$ cat config.mk
export PLATFORM = sky130hd
export DESIGN_NAME = fetch_stage_flat
export DESIGN_NICKNAME = d
export VERILOG_FILES = /design/src/rtl/fetch_stage_pkg.sv /design/src/rtl/fetch_stage_if.sv /design/src/rtl/fetch_stage_if_id_reg.sv /design/src/rtl/fetch_stage.sv /design/src/flat_wrapper.sv
export SDC_FILE = /design/constraint.sdc
export NUM_CORES = 1
export LEC_CHECK = 0
export BUFFER_PORTS_ARGS = -buffer_cell sky130_fd_sc_hd__buf_2
export CORE_AREA = 2 2 111 113
export DETAILED_ROUTE_END_ITERATION = 6
export DIE_AREA = 0 0 113 115
export GPL_TIMING_DRIVEN = 0
export PLACE_DENSITY = 0.85
export SKIP_LAST_GASP = 1
export SYNTH_ARGS = -nofsm -noshare
export SYNTH_HDL_FRONTEND = slang
export SYNTH_HIERARCHICAL = 1
export SYNTH_SLANG_ARGS = --single-unit
export TNS_END_PERCENT = 1
$ cat constraint.sdc
create_clock -name clk -period 4.1 [get_ports clk]
set_input_delay 0.41 -clock clk [delete_from_list [all_inputs] [get_ports clk]]
set_output_delay 0.41 -clock clk [all_outputs]
set_load 0.05 [all_outputs]
$ cat src/rtl/fetch_stage_pkg.sv
// Shared pipeline package: IF/ID bubble encoding, instruction size, fetch FSM states.
package fetch_stage_pkg;

  // opcode 7'b0000000 decodes to all-zero controls downstream
  localparam logic [31:0] BUBBLE_INSTR = 32'h0000_0000;
  localparam logic [31:0] INSTR_BYTES  = 32'd4;

  typedef enum logic [1:0] {
    BOOT = 2'd0,
    RUN  = 2'd1,
    WAIT = 2'd2
  } fetch_state_t;

  typedef struct packed {
    logic [31:0] instr;
    logic [31:0] pc;
    logic [31:0] pc_plus4;
    logic        valid;
  } ifid_t;

  localparam ifid_t IFID_BUBBLE = '{instr: BUBBLE_INSTR, pc: 32'h0, pc_plus4: 32'h0, valid: 1'b0};

endpackage

$ cat src/rtl/fetch_stage_if.sv
// Instruction-memory bus between the fetch stage (master) and imem (slave).
// rdata is valid in the same cycle that ready is high.
interface fetch_stage_if;
  logic [31:0] imem_addr;
  logic        imem_req;
  logic [31:0] imem_rdata;
  logic        imem_ready;

  modport master (output imem_addr, imem_req, input  imem_rdata, imem_ready);
  modport slave  (input  imem_addr, imem_req, output imem_rdata, imem_ready);
endinterface

$ cat src/rtl/fetch_stage_if_id_reg.sv
// IF/ID pipeline register: clear beats enable, async reset to bubble.
module if_id_reg
  import fetch_stage_pkg::*;
(
  input  logic  clk,
  input  logic  rst,
  input  logic  en,
  input  logic  clr,
  input  ifid_t d,
  output ifid_t q
);

  ifid_t q_q;

  // capture on enable, load bubble on clear, bubble while reset
  always_ff @(posedge clk or posedge rst) begin
    if (rst)       q_q <= IFID_BUBBLE;
    else if (clr)  q_q <= IFID_BUBBLE;
    else if (en)   q_q <= d;
  end

  assign q = q_q;

endmodule

$ cat src/rtl/fetch_stage.sv
// Fetch stage: PC register, imem handshake FSM (BOOT/RUN/WAIT) and IF/ID register.
// Optional macro FETCH_PERF_EN adds fetch_count / flush_count performance counters.
module fetch_stage
  import fetch_stage_pkg::*;
#(
  parameter logic [31:0] RESET_PC = 32'h0000_0000
) (
  input  logic         clk,
  input  logic         rst,
  input  logic         StallF,
  input  logic         StallD,
  input  logic         FlushD,
  input  logic         PCSrcE,
  input  logic [31:0]  PCTargetE,
  fetch_stage_if.master imem,
  output logic [31:0]  InstrD,
  output logic [31:0]  PCD,
  output logic [31:0]  PCPlus4D,
  output logic         ValidD
`ifdef FETCH_PERF_EN
  ,
  output logic [31:0]  fetch_count,
  output logic [31:0]  flush_count
`endif
);

  fetch_state_t state_q, state_d;
  logic [31:0]  pc_q, pc_d;
  logic [31:0]  pc_plus4;
  logic         req;
  logic         accept;
  logic         ifid_en, ifid_clr;
  ifid_t        ifid_d, ifid_q;

  assign pc_plus4       = pc_q + INSTR_BYTES;
  assign imem.imem_addr = pc_q;
  assign imem.imem_req  = req;

  // a word returned alongside a redirect is wrong-path and is never accepted
  assign accept = req & imem.imem_ready & ~StallF & ~PCSrcE;

  // FSM state register
  always_ff @(posedge clk or posedge rst) begin
    if (rst) state_q <= BOOT;
    else     state_q <= state_d;
  end

  // FSM next state: BOOT lasts one cycle, WAIT tracks an unanswered request
  always_comb begin
    state_d = state_q;
    unique case (state_q)
      BOOT:    state_d = RUN;
      RUN:     if (!imem.imem_ready) state_d = WAIT;
      WAIT:    if (imem.imem_ready)  state_d = RUN;
      default: state_d = BOOT;
    endcase
  end

  // FSM outputs: no request while booting
  always_comb begin
    req = 1'b0;
    unique case (state_q)
      RUN, WAIT: req = 1'b1;
      default:   req = 1'b0;
    endcase
  end

  // PC next: redirect overrides stall and imem backpressure
  always_comb begin
    pc_d = pc_q;
    if (PCSrcE)      pc_d = PCTargetE;
    else if (accept) pc_d = pc_plus4;
  end

  // PC register
  always_ff @(posedge clk or posedge rst) begin
    if (rst) pc_q <= RESET_PC;
    else     pc_q <= pc_d;
  end

  // IF/ID control: flush wins over stall; any non-accepted, non-stalled cycle bubbles D
  always_comb begin
    ifid_d   = '{instr: imem.imem_rdata, pc: pc_q, pc_plus4: pc_plus4, valid: 1'b1};
    ifid_en  = ~StallD;
    ifid_clr = FlushD | (~StallD & ~accept);
  end

  if_id_reg u_if_id (
    .clk (clk),
    .rst (rst),
    .en  (ifid_en),
    .clr (ifid_clr),
    .d   (ifid_d),
    .q   (ifid_q)
  );

  assign InstrD   = ifid_q.instr;
  assign PCD      = ifid_q.pc;
  assign PCPlus4D = ifid_q.pc_plus4;
  assign ValidD   = ifid_q.valid;

`ifdef FETCH_PERF_EN
  logic [31:0] fetch_cnt_q, flush_cnt_q;
  logic        flush_evt;

  // D is bubbled by a flush, or by a redirect that is not masked by StallD
  assign flush_evt = FlushD | (PCSrcE & ~StallD);

  // wrapping performance counters
  always_ff @(posedge clk or posedge rst) begin
    if (rst) begin
      fetch_cnt_q <= '0;
      flush_cnt_q <= '0;
    end else begin
      if (accept)    fetch_cnt_q <= fetch_cnt_q + 32'd1;
      if (flush_evt) flush_cnt_q <= flush_cnt_q + 32'd1;
    end
  end

  assign fetch_count = fetch_cnt_q;
  assign flush_count = flush_cnt_q;
`endif

endmodule

$ cat src/flat_wrapper.sv
// flat-port wrapper written by rule: the top's interface ports become plain ports
module fetch_stage_flat import fetch_stage_pkg::*;
#(
  parameter logic [31:0] RESET_PC = 32'h0000_0000
)
  (clk, rst, StallF, StallD, FlushD, PCSrcE, PCTargetE, InstrD, PCD, PCPlus4D, ValidD, imem_imem_addr, imem_imem_req, imem_imem_rdata, imem_imem_ready);
  fetch_stage_if imem_i ();
  input  logic clk;
  input  logic rst;
  input  logic StallF;
  input  logic StallD;
  input  logic FlushD;
  input  logic PCSrcE;
  input  logic [31:0] PCTargetE;
  output logic [31:0] InstrD;
  output logic [31:0] PCD;
  output logic [31:0] PCPlus4D;
  output logic ValidD;
  output wire logic [$bits(imem_i.imem_addr)-1:0] imem_imem_addr;
  output wire logic [$bits(imem_i.imem_req)-1:0] imem_imem_req;
  input wire logic [$bits(imem_i.imem_rdata)-1:0] imem_imem_rdata;
  input wire logic [$bits(imem_i.imem_ready)-1:0] imem_imem_ready;
  assign imem_imem_addr = imem_i.imem_addr;
  assign imem_imem_req = imem_i.imem_req;
  assign imem_i.imem_rdata = imem_imem_rdata;
  assign imem_i.imem_ready = imem_imem_ready;
  fetch_stage #(.RESET_PC(RESET_PC)) u_core (.clk(clk), .rst(rst), .StallF(StallF), .StallD(StallD), .FlushD(FlushD), .PCSrcE(PCSrcE), .PCTargetE(PCTargetE), .imem(imem_i), .InstrD(InstrD), .PCD(PCD), .PCPlus4D(PCPlus4D), .ValidD(ValidD));
endmodule
==> impl_metrics.py <==
metrics = {
    "sta": {
        "maxSlewViolCount": 0,
        "finalSetupViolations": 0,
        "timing_hold_violations_final": 0,
        "clock_skew_ns": 0.005823,
        "setup_repair_after_global_routing_missed_its_margin": "no",
        "worst-slew-pin-transition_ns": 0.8270,
        "fmaxAchievable_mhz": 364.8,
        "fin_tns_setup_ns": 0,
        "finalCriticalPeriod_ns": 2.741,
        "timing.slew.headroom_pct": 44.86,
        "fin_crit_sh_pct": 66.87,
    },
    "route": {
        "detail-route-antenna-nets": 0,
        "route.detailed.drc": 10,
        "routed_wire_length_per_instance_microns": 17.32,
        "drt-initial-drc-count": 457,
        "drt-vias-per-instance": 5.475,
        "drtPass1Iterations": 7,
        "route.vias.total": 5426,
        "route.final.wire_length_mm": 17.16,
    },
    "logic_synthesis": {
        "synth_cells": 613,
        "synth_seq_area_share_pct": 51.03,
        "synth_top_cells_by_area": "dfrtp_1 (51%), mux2i_1 (15%), nor2_1 (7.7%), xor2_1 (3.3%), xnor2_1 (2.0%)",
        "netlist_area_sq_um": 6424,
        "synth.net_count": 688,
        "post_synth.cell_area_avg_sq_um": 10.48,
        "yosys_register_bits": 131,
        "synth.lib_cells_used.distinct": 41,
        "synth_top_cell_area_share_pct": 51.03,
        "yosys_warnings": 6,
        "post-synth-top-area-cell": "dfrtp_1",
    },
    "pwr": {
        "power_per_cell_area_nw_per_um2": 463.3,
        "pwr-share-comb_pct": 23.0,
        "max-vdd-ir-drop_mv": 0.4048,
        "power_frac_clock_pct": 38.1,
        "sw_frac_of_total_pct": 32.44,
        "cellLeakagePower_nw": 4.277,
        "p_int_mw": 2.567,
        "total_switching_power_mw": 1.233,
        "report.power.total_mw": 3.799,
        "power.sequential.fraction_pct": 38.9,
    },
    "final_layout": {
        "seqCellArea_sq_um": 3278,
        "area_growth_syn_to_layout_pct": 27.66,
        "commonest_non_fill_non_tap_cells_in_the_layout": "buf_2 (206), nor2_1 (131), dfrtp_1 (131)",
        "finish.net_count": 908,
        "drive_gt1_share_pct": 31.20,
        "area_of_the_multi_input_gates_sq_um": 2821,
        "num-fill-cells": 949,
        "mostFrequentLayoutCell": "buf_2",
    },
    "clock_tree": {
        "cts-root-to-sink-buffers": 2,
        "root_buffer": "clkbuf_16",
        "tritoncts": "built",
        "postCtsHoldBufs": 0,
        "h_tree_depth": 4,
        "cts_buffers": 17,
        "cts.clk_slew.worst_paths_ns": 0.05,
        "tritoncts_num_sinks": 131,
        "cts_repair_resize_count": 0,
        "worst_skew_pair.late_latency_ns": 0.41,
        "postCtsSetupBuffers": 0,
    },
    "critical_path": {
        "timing.critical_path.to_type": "flop",
        "cp_max_fo": 10,
        "critPathKind": "flop to flop",
        "critical_path_launch_point_type": "flop",
        "worst-endpoint-arrival_ns": 3.02,
        "reg2reg_setup_slack_ns": 1.36,
        "required_ns": 4.37,
    },
    "run_status": {
        "outcome": "complete, but fails checks",
        "failing_checks": "design-rule violations",
    },
    "grt": {
        "gr-usage-met3_pct": 5.588,
        "globalRoute.busiestLayer": "met2",
        "grt_use_met2_pct": 42.08,
        "globalRoute.totalOverflow": 0,
        "grt_max_degree": 54,
        "track_usage_pct": 26.99,
        "met1_usage_pct": 37.49,
        "first_global_vias": 5167,
        "first_pass_grt_wire_length_mm": 27.28,
        "grt_antenna_before_repair": 1,
    },
    "die": {
        "die_height_microns": 115,
        "floorplan.die.width_microns": 113,
        "floorplan.core_area_sq_um": 11810,
        "die_area_sq_um": 13000,
        "start_util_pct": 54.39,
        "io_pins": 201,
        "num_rows": 40,
    },
    "place": {
        "port-buffer-count": 200,
        "dp_hpwl_mm": 11.95,
        "place.gp.congestion": 0.8558,
    },
    "job": {
        "max_cap_viol_count": 0,
    },
    "hold_path": {
        "timing.hold.worst.class": "input port to asynchronous set/reset pin",
    },
}
-- registers in the layout, indices dropped and copies added (netlist names) --
name	cells
u_core/state_q	2
u_core/imem.imem_addr	32
u_core/u_if_id/q	97
-- critical path, stage by stage (launching register included) --
cell	delay [ns]
dfrtp_1	0.38
inv_1	0.08
ha_1	0.31
nand3b_1	0.17
clkbuf_1	0.42
o21ai_0	0.14
nand2b_1	0.09
buf_2	0.21
buf_4	0.24
clkbuf_1	0.45
nor2_1	0.11
-- final timing paths --
check / cells after the start / to / startpoint
setup / recovery: 10 / u_core/u_if_id/q[61] / u_core/state_q[0]
hold / removal: 2 / u_core/u_if_id/q[81] / rst
setup reg to reg: 10 / u_core/u_if_id/q[61] / u_core/state_q[0]
hold reg to reg: 2 / u_core/u_if_id/q[20] / u_core/u_if_id/q[20]
max in group asynchronous: 3 / u_core/u_if_id/q[17] / rst
min in group clk: 3 / u_core/imem.imem_addr[6] / PCTargetE[6]
-- logic make-up (layout without fill, tap and decap cells) --
family / Yosys count / after routing / synth area share [%]
DFF: 131 / 131 / 51.03
xor gates and xnor gates: 39 / 39 / 5.318
and+or+nand+nor: 235 / 235 / 17.39
buffers and inverters: 53 / 283 / 5.045
other: 1 / 2 / 0.05838
AOI/OAI and AO/OA: 50 / 50 / 4.753
adders and majority gates: 4 / 4 / 0.7792
muxes: 100 / 100 / 15.62
-- cell type report --
class                           instances  share of cell area, %
Multi-Input combinational cell        429                  34.41
Sequential cell                       131                  39.98
Timing Repair Buffer                  201                  12.54
Antenna cell                            1                0.03052
Buffer                                 45                  3.586
Clock inverter                          5                 0.9460
Tap cell                              147                  2.243
Clock buffer                           24                  5.874
Inverter                                8                 0.3967
-- routing by layer --
metal  up-vias  share of wire (%)
met4         0                1.8
met2       196                 49
li1       2565                  -
met5         -                  0
met1      2643                 43
met3        22                6.2
-- cell usage after synthesis --
| cell type | count |
|---|---|
| and3_1 | 1 |
| or4_1 | 11 |
| o211ai_1 | 1 |
| nand4_1 | 11 |
| dfrtp_1 | 131 |
| a31oi_1 | 16 |
| nand3b_1 | 1 |
| nand3_2 | 1 |
| nand3_4 | 1 |
| or3_1 | 6 |
| nand4_2 | 1 |
| and4_2 | 2 |
| xor2_1 | 24 |
| mux2i_1 | 98 |
| and2_1 | 2 |
| nand2b_1 | 1 |
| o21ai_0 | 20 |
| buf_6 | 3 |
| ha_1 | 4 |
| and3b_1 | 1 |
| buf_2 | 6 |
| a211oi_1 | 1 |
| nor3_1 | 14 |
| conb_1 | 1 |
| nand3_1 | 13 |
| buf_4 | 13 |
| mux2_2 | 2 |
| nand2_1 | 27 |
| clkbuf_1 | 18 |
| buf_8 | 4 |
| nor2b_1 | 2 |
| nand4_4 | 1 |
| clkbuf_2 | 1 |
| o31ai_1 | 10 |
| nor2_1 | 131 |
| a21oi_1 | 1 |
| xnor2_1 | 15 |
| inv_1 | 8 |
| and4_1 | 6 |
| nor4_1 | 2 |
| a221o_1 | 1 |
-- power by group through the flow --
stage / registers (mW) / clock network (mW) / logic [mW]
global placement: 1.49 / 0 / 0.857
CTS: 1.48 / 1.47 / 0.877
global route: 1.49 / 1.53 / 0.937
floorplan: 1.75 / 0 / 0.383
finish: 1.48 / 1.45 / 0.874
detailed placement: 1.49 / 0 / 0.874
-- stage by stage --
stage | instances | hold WS, ns | cell area [sq um] | worst slack, ns | utilization [%]
after detailed placement | 961 | 0.5041 | 7639 | 1.400 | 64.67
final | 991 | 0.09109 | 8200 | 1.359 | 69.43
after global routing | 991 | 0.1250 | 8200 | 1.053 | 69.43
after floorplan | 613 | 0.4939 | 6424 | 1.156 | -
after global placement | 960 | 0.4958 | 7609 | -0.02385 | 64.42
after CTS | 990 | 0.09292 | 8198 | 1.369 | 69.41
(Power assumes the default switching activity.)
